### config.mk
export PLATFORM = sky130hd
export DESIGN_NAME = arty_reset_sequencer
export DESIGN_NICKNAME = d
export VERILOG_FILES = /design/src/rtl/arty_reset_sequencer.sv
export SDC_FILE = /design/constraint.sdc
export NUM_CORES = 1
export LEC_CHECK = 0
export ABC_AREA = 0
export CORE_MARGIN = 3
export CORE_UTILIZATION = 51
export CTS_BUF_LIST = sky130_fd_sc_hd__clkbuf_2 sky130_fd_sc_hd__clkbuf_4 sky130_fd_sc_hd__clkbuf_8
export DETAILED_ROUTE_END_ITERATION = 16
export PLACE_DENSITY = 0.71
export SETUP_SLACK_MARGIN = 0.3
export SYNTH_ARGS = -nofsm -noshare
export SYNTH_HDL_FRONTEND = slang
export SYNTH_SLANG_ARGS = --single-unit
### constraint.sdc
create_clock -name i_clk_mhz -period 1.82 [get_ports i_clk_mhz]
set_input_delay 0.182 -clock i_clk_mhz [delete_from_list [all_inputs] [get_ports i_clk_mhz]]
set_output_delay 0.182 -clock i_clk_mhz [all_outputs]
set_load 0.03 [all_outputs]
### src/rtl/arty_reset_sequencer.sv
// Purpose: staged reset release for the Arty A7 core domain, gated on MMCM lock.
// Latency: channel k released P_SYNC_STAGES + P_HOLD_CYCLES + k*P_STAGGER_CYCLES edges after lock is first sampled high.
// Backpressure: none; free-running sequencer with no handshake.
//
// Ports:
//   i_clk_mhz      single clock, all logic on its rising edge
//   i_rstn_global  synchronous active-low reset, overrides everything
//   i_mmcm_locked  raw MMCM lock, asynchronous, synchronized internally
//   i_sw_rst       single-cycle software reset request
//   o_rst_mhz      per-channel active-high resets (registered)
//   o_rst_done     high once every channel is released (registered)
//
// Build option: define RESET_SEQ_LOCK_TRACK_EN to re-assert all channels
// whenever the synchronized lock drops after leaving the lock-wait state.
module arty_reset_sequencer #(
    parameter int P_CHANNELS       = 3,
    parameter int P_SYNC_STAGES    = 2,
    parameter int P_HOLD_CYCLES    = 14,
    parameter int P_STAGGER_CYCLES = 4
) (
    input  logic                  i_clk_mhz,
    input  logic                  i_rstn_global,
    input  logic                  i_mmcm_locked,
    input  logic                  i_sw_rst,
    output logic [P_CHANNELS-1:0] o_rst_mhz,
    output logic                  o_rst_done
);

    localparam int MAX_CNT = (P_HOLD_CYCLES > P_STAGGER_CYCLES) ? P_HOLD_CYCLES : P_STAGGER_CYCLES;
    localparam int CW      = $clog2(MAX_CNT + 1);
    localparam int IW      = $clog2(P_CHANNELS + 1);

    localparam logic [CW-1:0] HOLD_LAST = CW'(P_HOLD_CYCLES - 1);
    localparam logic [CW-1:0] STAG_LAST = CW'(P_STAGGER_CYCLES - 1);
    localparam logic [IW-1:0] IDX_LAST  = IW'(P_CHANNELS - 1);

    localparam logic [1:0] ST_WAIT_LOCK = 2'd0;
    localparam logic [1:0] ST_STRETCH   = 2'd1;
    localparam logic [1:0] ST_RELEASE   = 2'd2;
    localparam logic [1:0] ST_RUN       = 2'd3;

    logic [P_SYNC_STAGES-1:0] sync_q;
    logic                     s_locked;
    logic [1:0]               state;
    logic [CW-1:0]            cnt;
    logic [IW-1:0]            idx;
    logic [P_CHANNELS-1:0]    idx_mask;
    logic                     lock_lost;

    assign s_locked = sync_q[P_SYNC_STAGES-1];

    // One-hot select of the channel that the next stagger expiry releases.
    always_comb begin
        idx_mask = '0;
        for (int i = 0; i < P_CHANNELS; i++) begin
            idx_mask[i] = (idx == IW'(i));
        end
    end

`ifdef RESET_SEQ_LOCK_TRACK_EN
    // Any drop of the synchronized lock after lock-wait restarts the sequence.
    assign lock_lost = (state != ST_WAIT_LOCK) && !s_locked;
`else
    // Lock is only consulted while waiting for it.
    assign lock_lost = 1'b0;
`endif

    always_ff @(posedge i_clk_mhz) begin
        if (!i_rstn_global) begin
            state      <= ST_WAIT_LOCK;
            sync_q     <= '0;
            cnt        <= '0;
            idx        <= '0;
            o_rst_mhz  <= '1;
            o_rst_done <= 1'b0;
        end else begin
            sync_q <= {sync_q[P_SYNC_STAGES-2:0], i_mmcm_locked};

            // Lock loss takes priority over a coincident software request.
            if (lock_lost) begin
                state      <= ST_WAIT_LOCK;
                cnt        <= '0;
                idx        <= '0;
                o_rst_mhz  <= '1;
                o_rst_done <= 1'b0;
            end else if (i_sw_rst && (state != ST_WAIT_LOCK)) begin
                state      <= ST_STRETCH;
                cnt        <= '0;
                idx        <= '0;
                o_rst_mhz  <= '1;
                o_rst_done <= 1'b0;
            end else begin
                case (state)
                    ST_WAIT_LOCK: begin
                        o_rst_mhz  <= '1;
                        o_rst_done <= 1'b0;
                        if (s_locked) begin
                            state <= ST_STRETCH;
                            cnt   <= '0;
                        end
                    end
                    ST_STRETCH: begin
                        if (cnt == HOLD_LAST) begin
                            // Channel 0 is released on the same edge the hold expires.
                            o_rst_mhz[0] <= 1'b0;
                            cnt          <= '0;
                            idx          <= IW'(1);
                            if (P_CHANNELS == 1) begin
                                state      <= ST_RUN;
                                o_rst_done <= 1'b1;
                            end else begin
                                state <= ST_RELEASE;
                            end
                        end else begin
                            cnt <= cnt + 1'b1;
                        end
                    end
                    ST_RELEASE: begin
                        if (cnt == STAG_LAST) begin
                            o_rst_mhz <= o_rst_mhz & ~idx_mask;
                            cnt       <= '0;
                            idx       <= idx + 1'b1;
                            if (idx == IDX_LAST) begin
                                state      <= ST_RUN;
                                o_rst_done <= 1'b1;
                            end
                        end else begin
                            cnt <= cnt + 1'b1;
                        end
                    end
                    default: begin
                        o_rst_mhz  <= '0;
                        o_rst_done <= 1'b1;
                    end
                endcase
            end
        end
    end

endmodule

# Word level (Yosys, flattened, before mapping)
# Index checks and enable logic that the tools add are counted.
[op_classes]
bitwise = 4
muxes = 20
eq_ne = 14
reduce_logical = 15
n_addsub = 2
[ops]
columns = ["cell", "n"]
rows = [
  ["$mux 2", 6],
  ["$mux 4", 3],
  ["$ne 3x3->1 const B", 4],
  ["$pmux 2 s3", 2],
  ["$pmux 4 s3", 1],
  ["$reduce_and 5->1", 2],
  ["$ne 2x2->1 const B", 4],
  ["$pmux 1 s3", 2],
  ["$reduce_and 2->1", 3],
  ["$reduce_and 3->1", 2],
  ["$add 4x1->4 const B", 1],
  ["$eq 2x1->1 const B", 2],
  ["$eq 2x2->1 const B", 2],
  ["$eq 4x2->1 const B", 1],
  ["$eq 4x4->1 const B", 1],
  ["$logic_not 2->1", 2],
  ["$mux 1", 4],
  ["$pmux 2 s2", 1],
  ["$reduce_bool 2->1", 2],
  ["$reduce_bool 4->1", 1],
  ["$and 3x3->3", 1],
  ["$mux 3", 1],
  ["$not 3->3", 1],
  ["$reduce_bool 3->1", 1],
  ["4 further kinds", 5],
]
[totals]
out_inout_bits = 4
in_bits = 4
reg_bits = 14

# Longest topological paths before layout
# Gate-level depths: netlist of the first run.
[depth]
ltp_word = 5
depth_mapped = 8

# Worst setup path after synthesis of the first run
# Ideal clock, no wire load.
[synth_path]
kind = "flip-flop to flip-flop"
startpoint = "register state[1]"
endpoint = "register state[1]"
required_ns = 1.703
t_arrival_ns = 1.591
synth_period_minus_slack_ns = 1.708
n_path_buf = 0
setup_slack_ns = 0.112
stages_incl_launch_ff = 7
cell_sequence = "dfxtp_1 -> inv_1 -> ha_1 -> nor4b_4 -> a211oi_4 -> o21a_1 -> o22a_1"
[synth_via]
elab_chain_len = 3
[synth_rtl]
columns = ["element", "line", "rtl"]
rows = [
  ["start: declaration", "44", "logic [1:0] state;"],
  ["start signal: assignment", "70", "state <= ST_WAIT_LOCK;"],
  ["start signal: assignment", "81", "state <= ST_WAIT_LOCK;"],
  ["start signal: assignment", "87", "state <= ST_STRETCH;"],
  ["$eq 2x2->1 (tied with other cells)", "93", "case (state)"],
  ["$ne 2x2->1 (no source line) (tied with other cells)", "n/a", ""],
  ["$reduce_and 5->1 (no source line) or $reduce_or 2->1 (tied branches)", "n/a", ""],
]
# Parallel ways exist; a longest one is shown, timed or not.
# A chain may end at the register's enable or synchronous reset.

# Worst setup path after layout of the first run
[layout_path]
startpoint = "register cnt[1]"
endpoint = "register o_rst_mhz[1]"
[layout_via]
elab_chain_len = 3
[layout_rtl]
columns = ["element", "line", "rtl"]
rows = [
  ["start: declaration", "45", "logic [CW-1:0] cnt;"],
  ["start signal: assignment", "115", "cnt <= cnt + 1'b1;"],
  ["start signal: assignment", "128", "cnt <= cnt + 1'b1;"],
  ["$eq 4x2->1", "119", "if (cnt == STAG_LAST) begin"],
  ["$ne 2x2->1 (no source line)", "n/a", ""],
  ["$reduce_and 2->1 (no source line)", "n/a", ""],
  ["end signal: assignment", "120", "o_rst_mhz <= o_rst_mhz & ~idx_mask;"],
  ["end: declaration", "25", "output logic [P_CHANNELS-1:0] o_rst_mhz,"],
]
# Every way passes these cells.

==> flow_summary.rst, run 1 <==
.. list-table::
   :header-rows: 1

   * - Metric
     - Value
   * - DRT antenna net count
     - 0
   * - Cell taking the most area after synthesis
     - dfxtp_1
   * - Syn nets
     - 104
   * - Number of buffers inserted for hold repair after clock tree synthesis
     - 0
   * - Die span in y
     - 47.1 microns
   * - Critical-path cell with the highest stage delay
     - or3b_4
   * - Power density relative to cell area
     - roughly 1200 mW/mm^2
   * - Most frequent cells in the layout
     - buf_4 (11), dfxtp_1 (10), ha_1 (6)
   * - Kind of launch point of the worst setup path
     - flop
   * - Synth Area per Inst
     - 9.46 sq um
   * - Post-Route Utilization
     - 76.7%
   * - Length of the first detailed-routing pass in iterations
     - 4
   * - Top delay family on crit path
     - compound AO/OA/AOI/OAI gates
   * - Worst-Skew Late Latency
     - just under 0.3 ns
   * - Remaining Overflow, GRT
     - 0
   * - Final clock skew
     - 0.000684 ns
   * - Required time of the critical path
     - 2.00 ns
   * - Hold Slack
     - between 0.4 and 0.5 ns
   * - Num rows
     - 14
   * - Reg2Reg Depth
     - 5
   * - Antenna diode count
     - 0
   * - Achievable frequency
     - about 630 MHz
   * - FF/Latch Area
     - around 300 sq um
   * - Total of max-cap violations
     - 0
   * - Seq cells post-synth
     - 14
   * - Worst EP arrival
     - approximately 1.8 ns
   * - Library cell used as clock root buffer
     - clkbuf_4
   * - Wire length of the first global-routing pass
     - approximately 3300 microns
   * - Total of endpoints with negative setup slack in the final report
     - 0
   * - Number of antenna violations at the first check in global routing
     - 0
   * - List of cells traversed by the critical path
     - ha_4 > or3b_4 > a21oi_4 > o21ai_1 > a221o_1
   * - Nature of the critical path endpoint
     - flop
   * - Setup TNS
     - 0 ns
   * - Final std cell area, no fill
     - approximately 0.0012 sq mm
   * - Type of the tightest min-delay check
     - flop to flop
   * - Measured slew at the worst slew-check pin
     - 0.318 ns
   * - Number of vias per cell
     - approximately 5.9
   * - Fraction of the cycle the final worst path needs
     - 87.2%
   * - Largest net degree at the start of global routing
     - 12
   * - I/O pin total
     - 8
   * - Leakage power total
     - roughly 0.00046 uW
   * - Result of the run
     - complete, no violations
   * - Placed standard-cell area
     - approximately 1000 sq um
   * - Worst-case vdd ir drop
     - ~0.72 mV
   * - WL per Instance
     - around 16 microns
   * - Min Clock Period, post-route
     - around 1.6 ns
   * - Number of distinct standard cells referenced by the synthesized netlist
     - 38
   * - Headroom to the max-slew limit
     - 78.8%
   * - Nets
     - 126
   * - Area added between synthesis and finish
     - 37.4%
   * - Die boundary width
     - 47.1 microns
   * - Routability-driven placement congestion ratio
     - about 0.77
   * - All-layer global routing usage
     - 21.9%
   * - Maximum fanout count along the critical path
     - 6
   * - Final Hold Vio Count
     - 0
   * - Total detailed-routing wirelength
     - 1990 microns
   * - Pins Over Slew Limit
     - 0
   * - Synth Warn #
     - 0
   * - Count of fill cells added during filler insertion
     - approximately 110
   * - CTS Buf Count
     - 3
   * - DRC violation count after routing
     - 0
   * - Vias after detailed routing
     - 750
   * - CTS tree
     - built
   * - Cell Area, Synth
     - 861 sq um
   * - WP buf/inv
     - 0
   * - Starting Density
     - between 50 and 60%
   * - CTS sink cnt
     - 14
   * - Maximum single-stage delay on the critical path
     - 0.38 ns
   * - Max H-tree Level
     - 1
   * - Placeable Area
     - 0.00154 sq mm
   * - Post-DP HPWL
     - roughly 1400 microns
   * - Most common cell after layout, fill and taps aside
     - buf_4
   * - Number of global-route vias before repair
     - a little under 800
   * - Detailed router's first-iteration violation count
     - 11
   * - RSZ-0062 raised after global routing
     - yes
   * - Clock transition at path regs
     - 0.08 ns
   * - Gate count after technology mapping
     - 91
   * - CP Depth
     - 5
   * - Clock buffer depth
     - 2
   * - Final WS setup
     - 0.233 ns
   * - Setup slack at placement
     - 0.0899 ns
   * - Top post-synthesis cells by area
     - dfxtp_1 (33%), ha_1 (13%), inv_1 (3.1%)
   * - Number of port buffers
     - 7
   * - Sequential element share of the synthesized area
     - 32.6%
   * - Critical path class
     - flop to flop
   * - Share of cells above drive strength 1
     - about two fifths
   * - Top-area cell type share of the netlist area
     - 32.6%
   * - Multi-input gate area in the final layout
     - 614 sq um
   * - Die ar.
     - 0.00222 sq mm
   * - Hold Path Stages
     - 1
[state kept, by name, indices dropped and copies added (netlist names)]
register	flops
cnt	4
o_rst_mhz	3
idx	2
state	2
sync_q	2
o_rst_done	1
[cells by family (layout without fill, tap and decap cells)]
logic type,count (synthesis),after routing,share of synthesized area (%)
multiplexers,2,2,2.33
adder cells (fa/ha/maj),9,9,13.1
flip-flops,14,14,32.6
buffers and inverters,10,31,5.38
AND/OR/NAND/NOR,35,35,26.7
AO/OA/AOI/OAI,21,21,19.9
[power breakdown]
group / switching (uW) / internal (uW)
clock: 108 / 122
sequential: 52.4 / 367
combinational: 415 / 362
[Yosys cell counts, drive strengths merged]
library cell / instances
nand3b: 3
and4b: 1
and2: 3
inv: 7
dfxtp: 14
o21a: 1
buf: 2
nor2b: 1
nor3b: 1
nand3: 2
a221o: 2
clkbuf: 1
o21ai: 3
nor3: 2
or3b: 1
nor4b: 2
o31a: 1
a22oi: 1
a31oi: 2
nand4: 2
ha: 9
nand2b: 3
a32oi: 1
a311oi: 1
mux2i: 2
nor2: 6
a211oi: 4
a21oi: 4
o22a: 1
nand2: 6
and3: 2
[path summary, 6_finish.rpt]
check / start / slack [ns] / endpoint
setup / recovery: cnt[1] / 0.23 / o_rst_mhz[1]
hold / removal: sync_q[0] / 0.44 / sync_q[1]
setup reg to reg: cnt[1] / 0.23 / o_rst_mhz[1]
hold reg to reg: sync_q[0] / 0.44 / sync_q[1]
[per-layer routing]
metal	track usage, %	vias up	share of wire, %
met1	23.7	360	42
met3	9.20	7	3.7
met2	36.6	13	51
met4	11.0	0	2.7
li1	-	370	-
met5	0	-	0
[metrics by stage]
step / instances / total power [uW]
floorplan: 91 / 898
global placement: 113 / 1060
detailed placement: 113 / 1080
CTS: 127 / 1420
global route: 128 / 1510
finish: 128 / 1430
[layout make-up]
cell class	count	share of cell area (%)
multi-input combinational	67	52.0
sequential	14	25.0
timing repair buffer	20	15.7
clock buffer	4	3.07
inverter	7	2.65
tap	16	1.69
[worst register-to-register path, delay by kind of cell (launching register included)]
kind / cells / cell delay, ns
simple gates: 1 / 0.38
compound gates: 3 / 0.58
flops: 1 / 0.37
fa+ha+maj: 1 / 0.15
[what timing repair did]
| action | CTS | global route |
|---|---|---|
| endpoints found under the setup margin | 12 | 15 |
| pin swaps | 10 | 9 |
| cloned | 0 | 0 |
| setup buffers | 10 | 1 |
| gates resized for setup | 11 | 11 |
Power figures use the tool's default switching activity.
==> run 2, diff against run 1 <==
--- a/config.mk
+++ b/config.mk
@@ -6,6 +6,8 @@
 export NUM_CORES = 1
 export LEC_CHECK = 0
 export ABC_AREA = 0
+export CAP_MARGIN = 20
+export CORE_ASPECT_RATIO = 1.25
 export CORE_MARGIN = 3
 export CORE_UTILIZATION = 51
 export CTS_BUF_LIST = sky130_fd_sc_hd__clkbuf_2 sky130_fd_sc_hd__clkbuf_4 sky130_fd_sc_hd__clkbuf_8
==> run 2 against run 1 <==
- register-to-register slack got worse by 0.03 ns
- clock power shrank 11%
- wire length grew 0.25%
- cell count is 2.3% lower
- via count increased by 1.2%
- critical path depth did not move
- die area increased by 0.13%
- power down 0.61%
- worst hold slack better by 0.0019 ns
- flip-flop and latch count unchanged
- core utilization down 0.25 points
- sequential power is essentially flat
- critical endpoint unchanged
- largest power group unchanged
- highest routed layer unchanged
==> flow_summary.rst, run 2 (synthesis results as in run 1) <==
.. list-table::
   :header-rows: 1

   * - Metric
     - Value
   * - Critical path class
     - flop to flop
   * - Total detailed-routing wirelength
     - 2000 microns (+0.25%)
   * - Result of the run
     - complete, no violations
   * - Most common cell after layout, fill and taps aside
     - dfxtp_1
   * - Pins Over Slew Limit
     - 0 (unchanged)
   * - Antenna diode count
     - 0 (unchanged)
   * - Number of global-route vias before repair
     - 778 (+1.0%)
   * - Number of flip-flops in the largest register
     - 4 (unchanged)
   * - Die boundary width
     - 42.7 microns (-9.2%)
   * - Share of power burned in the clock network
     - 14.4% (-1.8 points)
   * - Number of vias per cell
     - 6.07 (+3.6%)
   * - Internal power contribution
     - 838 uW (-1.6%)
   * - Headroom to the max-slew limit
     - 75.9% (-2.9 points)
   * - Setup TNS
     - 0 ns (unchanged)
   * - CTS Buf Count
     - 3 (unchanged)
   * - Most frequent cells in the layout
     - dfxtp_1 (10), buf_4 (8)
   * - Maximum fanout count along the critical path
     - 6 (unchanged)
   * - Post-DP HPWL
     - 1280 microns (-5.4%)
   * - Share of cells above drive strength 1
     - 35.2% (-3.2 points)
   * - Die span in y
     - 51.9 microns (+10%)
   * - Type of the tightest min-delay check
     - flop to flop
   * - Die ar.
     - 0.00222 sq mm (+0.13%)
   * - Nets
     - 122 (-3.2%)
   * - DRC violation count after routing
     - 0 (unchanged)
   * - Achievable frequency
     - 619 MHz (-1.7%)
   * - Power density relative to cell area
     - 1250 mW/mm^2 (+3.7%)
   * - Critical-path cell with the highest stage delay
     - dfxtp_4
   * - All-layer global routing usage
     - 21.4% (-0.54 points)
   * - Clock buffer depth
     - 2 (unchanged)
   * - Num rows
     - 15 (+1)
   * - CTS tree
     - built
   * - Wire length of the first global-routing pass
     - 3440 microns (+3.3%)
   * - Maximum single-stage delay on the critical path
     - 0.39 ns (about the same)
   * - Registers with the most flip-flops
     - cnt (4), o_rst_mhz (3)
   * - Power share of the sequential group
     - 29.5% (about the same)
   * - Worst-Skew Late Latency
     - 0.29 ns (about the same)
   * - Net switching share of the total power
     - 40.9% (+0.57 points)
   * - Routability-driven placement congestion ratio
     - 0.771 (-0.23%)
   * - Net switching power of the design
     - 580 uW (+0.79%)
   * - Portion of total power attributed to combinational logic
     - 56.0% (+1.5 points)
   * - Kind of launch point of the worst setup path
     - flop
   * - Starting Density
     - 58.1% (+2.2 points)
   * - WL per Instance
     - 16.0 microns (+2.7%)
   * - Largest net degree at the start of global routing
     - 12 (unchanged)
   * - CTS sink cnt
     - 14 (unchanged)
   * - Final clock skew
     - 0.00979 ns (+0.00911 ns)
   * - Detailed router's first-iteration violation count
     - 16 (+5)
   * - Leakage power total
     - 0.000417 uW (-8.4%)
   * - Placeable Area
     - 0.00148 sq mm (-3.8%)
   * - Vias after detailed routing
     - 759 (+1.2%)
   * - Area added between synthesis and finish
     - 31.7%
   * - Number of port buffers
     - 7 (unchanged)
   * - Total of max-cap violations
     - 0 (unchanged)
   * - RSZ-0062 raised after global routing
     - yes
   * - Length of the first detailed-routing pass in iterations
     - 4 (unchanged)
   * - Fraction of the cycle the final worst path needs
     - 88.7% (+1.5 points)
   * - Number of antenna violations at the first check in global routing
     - 0 (unchanged)
   * - Total power after layout
     - 1420 uW (-0.61%)
   * - Total of endpoints with negative setup slack in the final report
     - 0 (unchanged)
   * - Clock transition at path regs
     - 0.09 ns (about the same)
   * - Worst EP arrival
     - 1.79 ns (+0.02 ns)
   * - Max H-tree Level
     - 1 (unchanged)
   * - Remaining Overflow, GRT
     - 0 (unchanged)
   * - I/O pin total
     - 8 (unchanged)
   * - Reg with most FFs
     - cnt
   * - Min Clock Period, post-route
     - 1.61 ns (+0.0278 ns)
   * - Required time of the critical path
     - 1.99 ns (about the same)
   * - DRT antenna net count
     - 0 (unchanged)
   * - Library cell used as clock root buffer
     - clkbuf_4
   * - Hold Slack
     - 0.441 ns (+0.00185 ns)
   * - Final Hold Vio Count
     - 0 (unchanged)
   * - List of cells traversed by the critical path
     - ha_4 > or3b_4 > a21oi_4 > o21ai_1 > a221o_1
   * - Worst-case vdd ir drop
     - 0.691 mV (-4.4%)
   * - Measured slew at the worst slew-check pin
     - 0.351 ns (+0.0338 ns)
   * - Nature of the critical path endpoint
     - flop
[run 2: cell count changes in the layout (fill, tap and decap cells not counted), sizes merged]
cell	change
dlymetal6s2s	-2
clkdlybuf4s50	+2
buf	-4
[run 2: through the flow]
stage	worst slack, ns	instance area (sq um)	std cells	util [%]
final	0.205	1130	125	76.5
after global routing	0.127	1130	125	76.5
after CTS	0.195	1100	124	73.9
after detailed placement	0.0992	987	114	66.6
after global placement	0.149	987	114	66.6
after floorplan	0.212	902	91	-
[run 2: area by class of cell]
| type | instances | area [sq um] |
|---|---|---|
| Clock buffer | 4 | 30.0 |
| Fill cell | 103 | 349 |
| Inverter | 7 | 31.3 |
| Multi-Input combinational cell | 67 | 609 |
| Sequential cell | 14 | 295 |
| Tap cell | 17 | 21.3 |
| Timing Repair Buffer | 16 | 146 |
[run 2: power by group through the flow]
stage	logic [uW]	clock network (uW)	registers, uW
floorplan	407	0	491
global placement	647	0	421
detailed placement	654	0	421
CTS	738	211	416
global route	862	234	425
finish	795	204	419
[run 2: critical path: cells and delay by family (launching register included)]
family / cells / cell delay [ns]
DFF: 1 / 0.39
AOI/OAI and AO/OA: 3 / 0.57
adders and majority gates: 1 / 0.15
and+or+nand+nor: 1 / 0.39
[run 2: routing by layer]
layer / wire length, microns / global-route usage, %
met2: 1010 / 38.5
met1: 801 / 21.0
met4: 100 / 15.5
met5: 0 / 0
met3: 80 / 4.84
[run 2: path summary, 6_finish.rpt]
path,cells past startpoint,slack (ns),endpoint,startpoint
hold / removal,1,0.44,sync_q[1],sync_q[0]
setup reg to reg,5,0.21,o_rst_mhz[1],cnt[0]
setup / recovery,5,0.21,o_rst_mhz[1],cnt[0]
hold reg to reg,1,0.44,sync_q[1],sync_q[0]
[run 2: repair_timing]
action | CTS | global route
hold buffers | 0 | 0
resized for setup | 9 | 9
buffers inserted | 6 | 1
endpoints found under the setup margin | 12 | 14
pin swaps | 11 | 7
